`src/rtl/pressure_sensor_gen.sv`:
```
// pressure_sensor_gen
//   Models the pressure in a compressed-air tank and classifies it into
//   high / normal / low / very-low bands, as a stimulus source for an
//   alternating compressor controller.
//
//   Every cycle the tank gains FILL_STEP per running compressor and loses
//   Demand units. The result saturates to 0..255. A divider produces a
//   one-cycle Tick every SAMPLE_DIV cycles. The band classifier only moves
//   on Tick cycles and uses hysteresis on the way back up.
//
//   Optional fault detection is compiled in with the macro PRESSURE_FAULT_EN.
//   Fault latches after FAULT_LIMIT consecutive Ticks that find the tank
//   very low while all three compressors are running. Without the macro,
//   Fault is tied to 0.
//
// Ports
//   Clk        in   single clock, everything changes on posedge
//   Reset      in   synchronous reset, active low
//   C1,C2,C3   in   compressor run commands
//   Demand     in   [1:0] air drawn from the tank per cycle
//   PA         out  pressure high (registered)
//   PB         out  pressure low (registered)
//   PMB        out  pressure very low (registered)
//   Pressure   out  [7:0] modelled tank pressure
//   Tick       out  one-cycle sample pulse
//   Fault      out  sticky fault flag
//   fsm_state  out  [1:0] classifier state for debug/checkers
//                   (0 = HIGH, 1 = NORM, 2 = LOW, 3 = VLOW)
module pressure_sensor_gen #(
  parameter int unsigned INIT_P      = 128,
  parameter int unsigned FILL_STEP   = 2,
  parameter int unsigned TH_HIGH     = 200,
  parameter int unsigned TH_LOW      = 120,
  parameter int unsigned TH_VLOW     = 60,
  parameter int unsigned HYST        = 4,
  parameter int unsigned SAMPLE_DIV  = 4,
  parameter int unsigned FAULT_LIMIT = 8
) (
  input  logic       Clk,
  input  logic       Reset,
  input  logic       C1,
  input  logic       C2,
  input  logic       C3,
  input  logic [1:0] Demand,
  output logic       PA,
  output logic       PB,
  output logic       PMB,
  output logic [7:0] Pressure,
  output logic       Tick,
  output logic       Fault,
  output logic [1:0] fsm_state
);

  typedef enum logic [1:0] {
    S_HIGH = 2'd0,
    S_NORM = 2'd1,
    S_LOW  = 2'd2,
    S_VLOW = 2'd3
  } state_t;

  localparam logic [7:0] P_INIT    = 8'(INIT_P);
  localparam logic [7:0] LIM_HIGH  = 8'(TH_HIGH);
  localparam logic [7:0] LIM_HDOWN = 8'(TH_HIGH - HYST);
  localparam logic [7:0] LIM_LOW   = 8'(TH_LOW);
  localparam logic [7:0] LIM_LUP   = 8'(TH_LOW + HYST);
  localparam logic [7:0] LIM_VLOW  = 8'(TH_VLOW);
  localparam logic [7:0] LIM_VUP   = 8'(TH_VLOW + HYST);
  localparam logic [3:0] DIV_LAST  = 4'(SAMPLE_DIV - 1);

  // ---------------------------------------------------------------------
  // Tank pressure: 10-bit signed sum so both underflow below 0 and
  // overflow above 255 are visible before clamping.
  // ---------------------------------------------------------------------
  logic [1:0]        n_on;
  logic signed [9:0] fill_term;
  logic signed [9:0] p_sum;
  logic [7:0]        p_nxt;

  always_comb begin
    n_on      = {1'b0, C1} + {1'b0, C2} + {1'b0, C3};
    fill_term = 10'(FILL_STEP * n_on);
    p_sum     = $signed({2'b00, Pressure}) + fill_term - $signed({8'b0, Demand});
    if (p_sum < 10'sd0)
      p_nxt = 8'd0;
    else if (p_sum > 10'sd255)
      p_nxt = 8'd255;
    else
      p_nxt = p_sum[7:0];
  end

  always_ff @(posedge Clk) begin
    if (!Reset)
      Pressure <= P_INIT;
    else
      Pressure <= p_nxt;
  end

  // ---------------------------------------------------------------------
  // Sample divider. Tick is registered from the next count, so it is high
  // exactly while the counter holds SAMPLE_DIV-1 and is forced low in reset
  // (this matters when SAMPLE_DIV is 1).
  // ---------------------------------------------------------------------
  logic [3:0] div_q;
  logic [3:0] div_nxt;

  always_comb begin
    div_nxt = (div_q == DIV_LAST) ? 4'd0 : div_q + 4'd1;
  end

  always_ff @(posedge Clk) begin
    if (!Reset) begin
      div_q <= 4'd0;
      Tick  <= 1'b0;
    end else begin
      div_q <= div_nxt;
      Tick  <= (div_nxt == DIV_LAST);
    end
  end

  // ---------------------------------------------------------------------
  // Band classifier. The very-low and high checks come first so a large
  // excursion between ticks jumps straight to the extreme band.
  // ---------------------------------------------------------------------
  state_t state_q;
  state_t state_nxt;

  always_comb begin
    state_nxt = state_q;
    if (Tick) begin
      if (Pressure < LIM_VLOW)
        state_nxt = S_VLOW;
      else if (Pressure >= LIM_HIGH)
        state_nxt = S_HIGH;
      else begin
        case (state_q)
          S_NORM:  if (Pressure < LIM_LOW)   state_nxt = S_LOW;
          S_HIGH:  if (Pressure < LIM_HDOWN) state_nxt = S_NORM;
          S_LOW:   if (Pressure >= LIM_LUP)  state_nxt = S_NORM;
          S_VLOW:  if (Pressure >= LIM_VUP)  state_nxt = S_LOW;
          default: state_nxt = S_NORM;
        endcase
      end
    end
  end

  // Flags are registered from the next state, so they move on the same
  // edge as the state register: one cycle after the deciding Tick.
  always_ff @(posedge Clk) begin
    if (!Reset) begin
      state_q <= S_NORM;
      PA      <= 1'b0;
      PB      <= 1'b0;
      PMB     <= 1'b0;
    end else begin
      state_q <= state_nxt;
      PA      <= (state_nxt == S_HIGH);
      PB      <= (state_nxt == S_LOW);
      PMB     <= (state_nxt == S_VLOW);
    end
  end

  assign fsm_state = state_q;

  // ---------------------------------------------------------------------
  // Fault detection: all compressors running yet the tank stays very low.
  // ---------------------------------------------------------------------
`ifdef PRESSURE_FAULT_EN
  localparam logic [7:0] FLT_LIM = 8'(FAULT_LIMIT);

  logic [7:0] flt_cnt;
  logic [7:0] flt_cnt_nxt;
  logic       flt_cond;

  always_comb begin
    flt_cond    = (state_q == S_VLOW) && C1 && C2 && C3;
    flt_cnt_nxt = flt_cnt;
    if (Tick) begin
      if (!flt_cond)
        flt_cnt_nxt = 8'd0;
      else if (flt_cnt != FLT_LIM)
        flt_cnt_nxt = flt_cnt + 8'd1;
    end
  end

  always_ff @(posedge Clk) begin
    if (!Reset) begin
      flt_cnt <= 8'd0;
      Fault   <= 1'b0;
    end else begin
      flt_cnt <= flt_cnt_nxt;
      Fault   <= Fault | (flt_cnt_nxt == FLT_LIM);
    end
  end
`else
  assign Fault = 1'b0;
`endif

endmodule

```
`config.mk`:
```
export PLATFORM = sky130hd
export DESIGN_NAME = pressure_sensor_gen
export DESIGN_NICKNAME = d
export VERILOG_FILES = /design/src/rtl/pressure_sensor_gen.sv
export SDC_FILE = /design/constraint.sdc
export NUM_CORES = 1
export LEC_CHECK = 0
export CORE_MARGIN = 2
export CORE_UTILIZATION = 25
export DETAILED_ROUTE_END_ITERATION = 6
export SYNTH_ARGS = -nofsm -noshare
export SYNTH_HDL_FRONTEND = slang
export SYNTH_SLANG_ARGS = --single-unit
```
`constraint.sdc`:
```
create_clock -name Clk -period 8.26 [get_ports Clk]
set_input_delay 1.652 -clock Clk [delete_from_list [all_inputs] [get_ports Clk]]
set_output_delay 1.652 -clock Clk [all_outputs]
set_load 0.02 [all_outputs]
```
======== Yosys cells after proc, flatten, opt, wreduce, memory -nomap -nowiden ========
Index checks and enable logic that the tools add are counted.
W data, S select, Z words.
storage, ports and cells
  register bits after elaboration ......... 18
  bits in latches ......................... 0
  bits in writable memories ............... 0
  ROM bits ................................ 0
  input bits .............................. 7
  output and inout bits ................... 15
  word-level logic and storage cells ...... 43
  memories ................................ 0
operators by class
  add/subtract/negate cells ............... 5
  multiply operators ...................... 0
  divide/modulo/power cells ............... 0
  order comparisons ....................... 8
  equal/unequal tests ..................... 7
  shifts and indexed selects .............. 0
  mux-type cells .......................... 11
  bitwise operators ....................... 1
  reduce and logical (&&, ||, !) cells .... 3
operator list
  operator               number
  $ge A8 B7 Y1 const B   2
  $mux W8                2
  $mux W2                7
  $gt A10 B9 Y1 const B  1
  $lt A10 B1 Y1 const B  1
  $sub A9 B2 Y10         1
  $add A8 B3 Y9          1
  $eq A2 B2 Y1 const B   4
  $eq A4 B2 Y1 const B   2
  $ge A8 B8 Y1 const B   1
  $lt A8 B6 Y1 const B   1
  $lt A8 B7 Y1 const B   1
  $lt A8 B8 Y1 const B   1
  $pmux W2 S4            1
  $add A4 B1 Y4 const B  1
  $logic_not A2 Y1       2
  $mux W4                1
  $add A1 B1 Y2          1
  $add A2 B1 Y2          1
  $eq A2 B1 Y1 const B   1
  $reduce_or A2 Y1       1
  $not A1 Y1             1

======== Logic depth before layout (Yosys ltp) ========
  depth in word-level cells ............... 7
  gate-level depth with buffers ........... 11
  gate-level depth less buffers ........... 11

======== Least setup slack after synthesis ========
Ideal clock, no wire load.
  path type ............................... input to register
  start ................................... input port C1
  end ..................................... register Pressure[7]
  setup time .............................. 119 ps
  arrival time ............................ 4,097 ps
  required time ........................... 8,141 ps
  setup slack ............................. 4,044 ps
  stages on the path ...................... 11
  buffers on the path ..................... 0
  path through ............................ inv_1 > fa_1 > inv_1 > fa_1 > ha_1 > fa_1 > a211oi_1 > o31a_1 > or3_1 > a211oi_1 > o21ai_1
on the way
  word-level cells in the longest chain between the ends .. 7
  elaborated cells on any way between the ends .. 8
  those cells by class .................... add/sub: 4; order compare: 2; mux: 2
ends and longest elaborated chain
  what                  RTL line  RTL
  from (decl)           41        input logic C1,
  $add A1 B1 Y2 *       80        n_on = {1'b0, C1} + {1'b0, C2} + {1'b0, C3};
  $add A2 B1 Y2 *       80
  $add A8 B3 Y9 *       82        p_sum = $signed({2'b00, Pressure}) + fill_term - $signed({8'b0, Demand});
  $sub A9 B2 Y10 *      82
  $gt A10 B9 Y1         85        else if (p_sum > 10'sd255)
  $mux W8               85
  $mux W8 *             83        if (p_sum < 10'sd0)
  to (signal assigned)  95        Pressure <= p_nxt;
  to (decl)             48        output logic [7:0] Pressure,
Every way passes the cells marked *; elsewhere a longest branch is shown, timed or not.
A chain may end at the register's enable or synchronous reset.

======== Worst setup path in the final report ========
Same ends and word-level chain as after synthesis.

==> qor.yml <==
outcome: "completed"
startpoint_type: "input pin"
h-tree-depth: 1
final_hold_viol_count: 0
synthFlopType: "dfxtp_1"
ant_nets: 0
worst_skew_pair.late_latency_ps: 250
clk_path_buf_depth: 2
synthTopCellsByArea: "dfxtp_1, ha_1, inv_1"
avgRoutedWirePerCell_um: 11.0
worstPathCellList: "clkdlybuf4s50_1 -> inv_1 -> fa_1 -> inv_1 -> fa_1 -> ha_1 -> fa_1 -> a211oi_1 -> o31a_1 -> or3_1 -> a211oi_1 -> o21ai_1"
synth_compound_area_frac: 0.229
synth_xor_area_frac: 0.0279
port_buffers: 20
core_um2: 4790
skew_ps: 0.703
ioPinCount: 22
synth_fp_nets: 172
vias: 1057
holdPathEnd: "div_q[2]"
synth_area_per_cell_um2: 8.79
critPathSlowestCell: "fa_1"
ir_worst_vdd_uv: 88.0
yosys.area_share.simple: 0.148
fillerInstances: 496
die_area_um2: 5610
place_inst: 229
viasPerCell: 4.54
yosysWarnings: 0
dr.pass1.iters: 4
antenna_found_initial: 0
critPathArrivalTime_ps: 4700
dp_hpwl_um: 2070
worst_ep_required_time_ps: 8390
fin_area_um2: 1590
rsz0062_at_grt: "false"
die_w_um: 74.9
slew_violations: 0
initial_core_util: 0.263
hold_path.class: "reg -> reg"
multi_input_area_um2: 811
muxShareOfSynthArea: 0
reg2regPathDepth: 8
final_common_cell: "inv_1"
routed_wl_um: 2570
yosysTopAreaCell: "dfxtp_1"
cts_tree: "done"
regToRegStartpoint: "Pressure[1]"
cts_hold_buf: 0
cp_common_cell: "fa_1"
rows: 25
syn_inst: 143
nets: 196
power_leakage_nw: 0.668
maxCapViolCount: 0
path_clk_slew_ps: 70
synth_top_family_by_area: "adder cells"
place_congestion: 0.908
finalCritPeriodShare: 0.553
async_flop_share: 0
final_layout_size_suffix_gt1_frac: 0.0783
grt_pass1_vias: 1060
grt_max_degree: 11
cts-resized-gates: 0
ff_latch_area_um2: 360
power_density_nw_per_um2: 347
drc_errors: 0
finalCriticalPeriod_ps: 4570
clock-sinks: 18
hold_slack_ps: 531
critPathKind: "in -> reg"
r2r_end: "Pressure[6]"
holdPathStages: 2
synth_edf_count: 0
synth_area_um2: 1260
setup-violations-final: 0
final_cell_mix: "inv_1, clkdlybuf4s50_1, ha_1, dfxtp_1, a21oi_1"
cp-end-kind: "flip-flop"
fmax_mhz: 219
crit_path_max_fanout: 3
rrSetupSlack_ps: 5790
diodes: 0
setup_tns_ps: 0
ys_ff_latch: 18
die_h_um: 74.9
grt_first_pass_wirelength_um: 4550
gr-total-overflow: 0
cts_made_buffers: 3
dr.first_iter.drc_count: 37
postPlaceCellArea_um2: 1530
synth_top_area_frac: 0.287
area_growth_pct: 26.4
synth.distinct_cells: 42
hold_start: "div_q[2]"
track_usage: 0.104
seq_area_frac_synth: 0.287
max_stage_delay_ps: 540
utilization: 0.332
post-cts-setup-buffer-count: 0
root_buffer: "clkbuf_8"
synth_fa_ha_area_frac: 0.237
layout.cells.non_filler: 233
## synth_stat cells (all sizes together), types with 2 or more instances
library cell and count:
nand3 3, a31oi 3, ha 19, or2 3, o21ai 9, nand4 2, a211o 2, xnor2 3
nor4 2, a21oi 11, nor2b 3, fa 3, nor2 9, inv 21, a21boi 2, dfxtp 18
a211oi 2, nand2 6
## through the flow
| stage | setup WS (ps) | total power, W |
|---|---|---|
| 6_report | 3690 | 0.000552 |
| 5_1_grt | 3490 | 0.000607 |
| 4_1_cts | 3660 | 0.000556 |
| 3_5_place_dp | 3390 | 0.000482 |
| 3_3_place_gp | 3460 | 0.000485 |
| 2_1_floorplan | 4040 | 0.000389 |
## area by class of cell
type / count / area share
Sequential cell: 18 / 0.227
Tap cell: 67 / 0.0528
Inverter: 21 / 0.0496
Clock buffer: 4 / 0.0346
Multi-Input combinational cell: 103 / 0.510
Timing Repair Buffer: 20 / 0.126
## cell families after synthesis
| group | count (synthesis) |
|---|---|
| flip-flops | 18 |
| adder cells (fa/ha/maj) | 22 |
| AND/OR/NAND/NOR | 35 |
| buffers and inverters | 22 |
| XOR/XNOR | 4 |
| AO/OA/AOI/OAI | 41 |
| other | 1 |
## worst max path at each step
stage	end	slack, ps	from	cells after the start
final	Pressure[7]	3690	C1	12
after detailed placement	Pressure[7]	3390	C1	12
after floorplan	Pressure[7]	4040	C1	11
after CTS	Pressure[7]	3660	C1	12
after global routing	Pressure[5]	3490	C1	12
after global placement	Pressure[7]	3460	C1	12
## where the power goes
group | switching, W | internal (W)
Clock | 0.0000299 | 0.0000424
Combinational | 0.000187 | 0.000156
Sequential | 0.0000279 | 0.000109
## critical path: cells and delay by family
family	cells	cell delay, ps
adders and majority gates	4	1470
AOI/OAI and AO/OA	4	670
buffers and inverters	3	550
and+or+nand+nor	1	350
## state kept, by name, summed over array words and instances (netlist names)
register and cells:
Pressure 8, fsm_state 2, div_q 4, PA 1
PB 1, Tick 1, PMB 1
## routing by layer
metal | global-route usage | part of all wire | vias up
li1 | - | - | 547
met1 | 0.135 | 0.49 | 490
met2 | 0.173 | 0.47 | 16
met3 | 0.0187 | 0.027 | 4
met4 | 0.0357 | 0.015 | 0
met5 | 0 | 0 | -
Power figures use the tool's default switching activity.
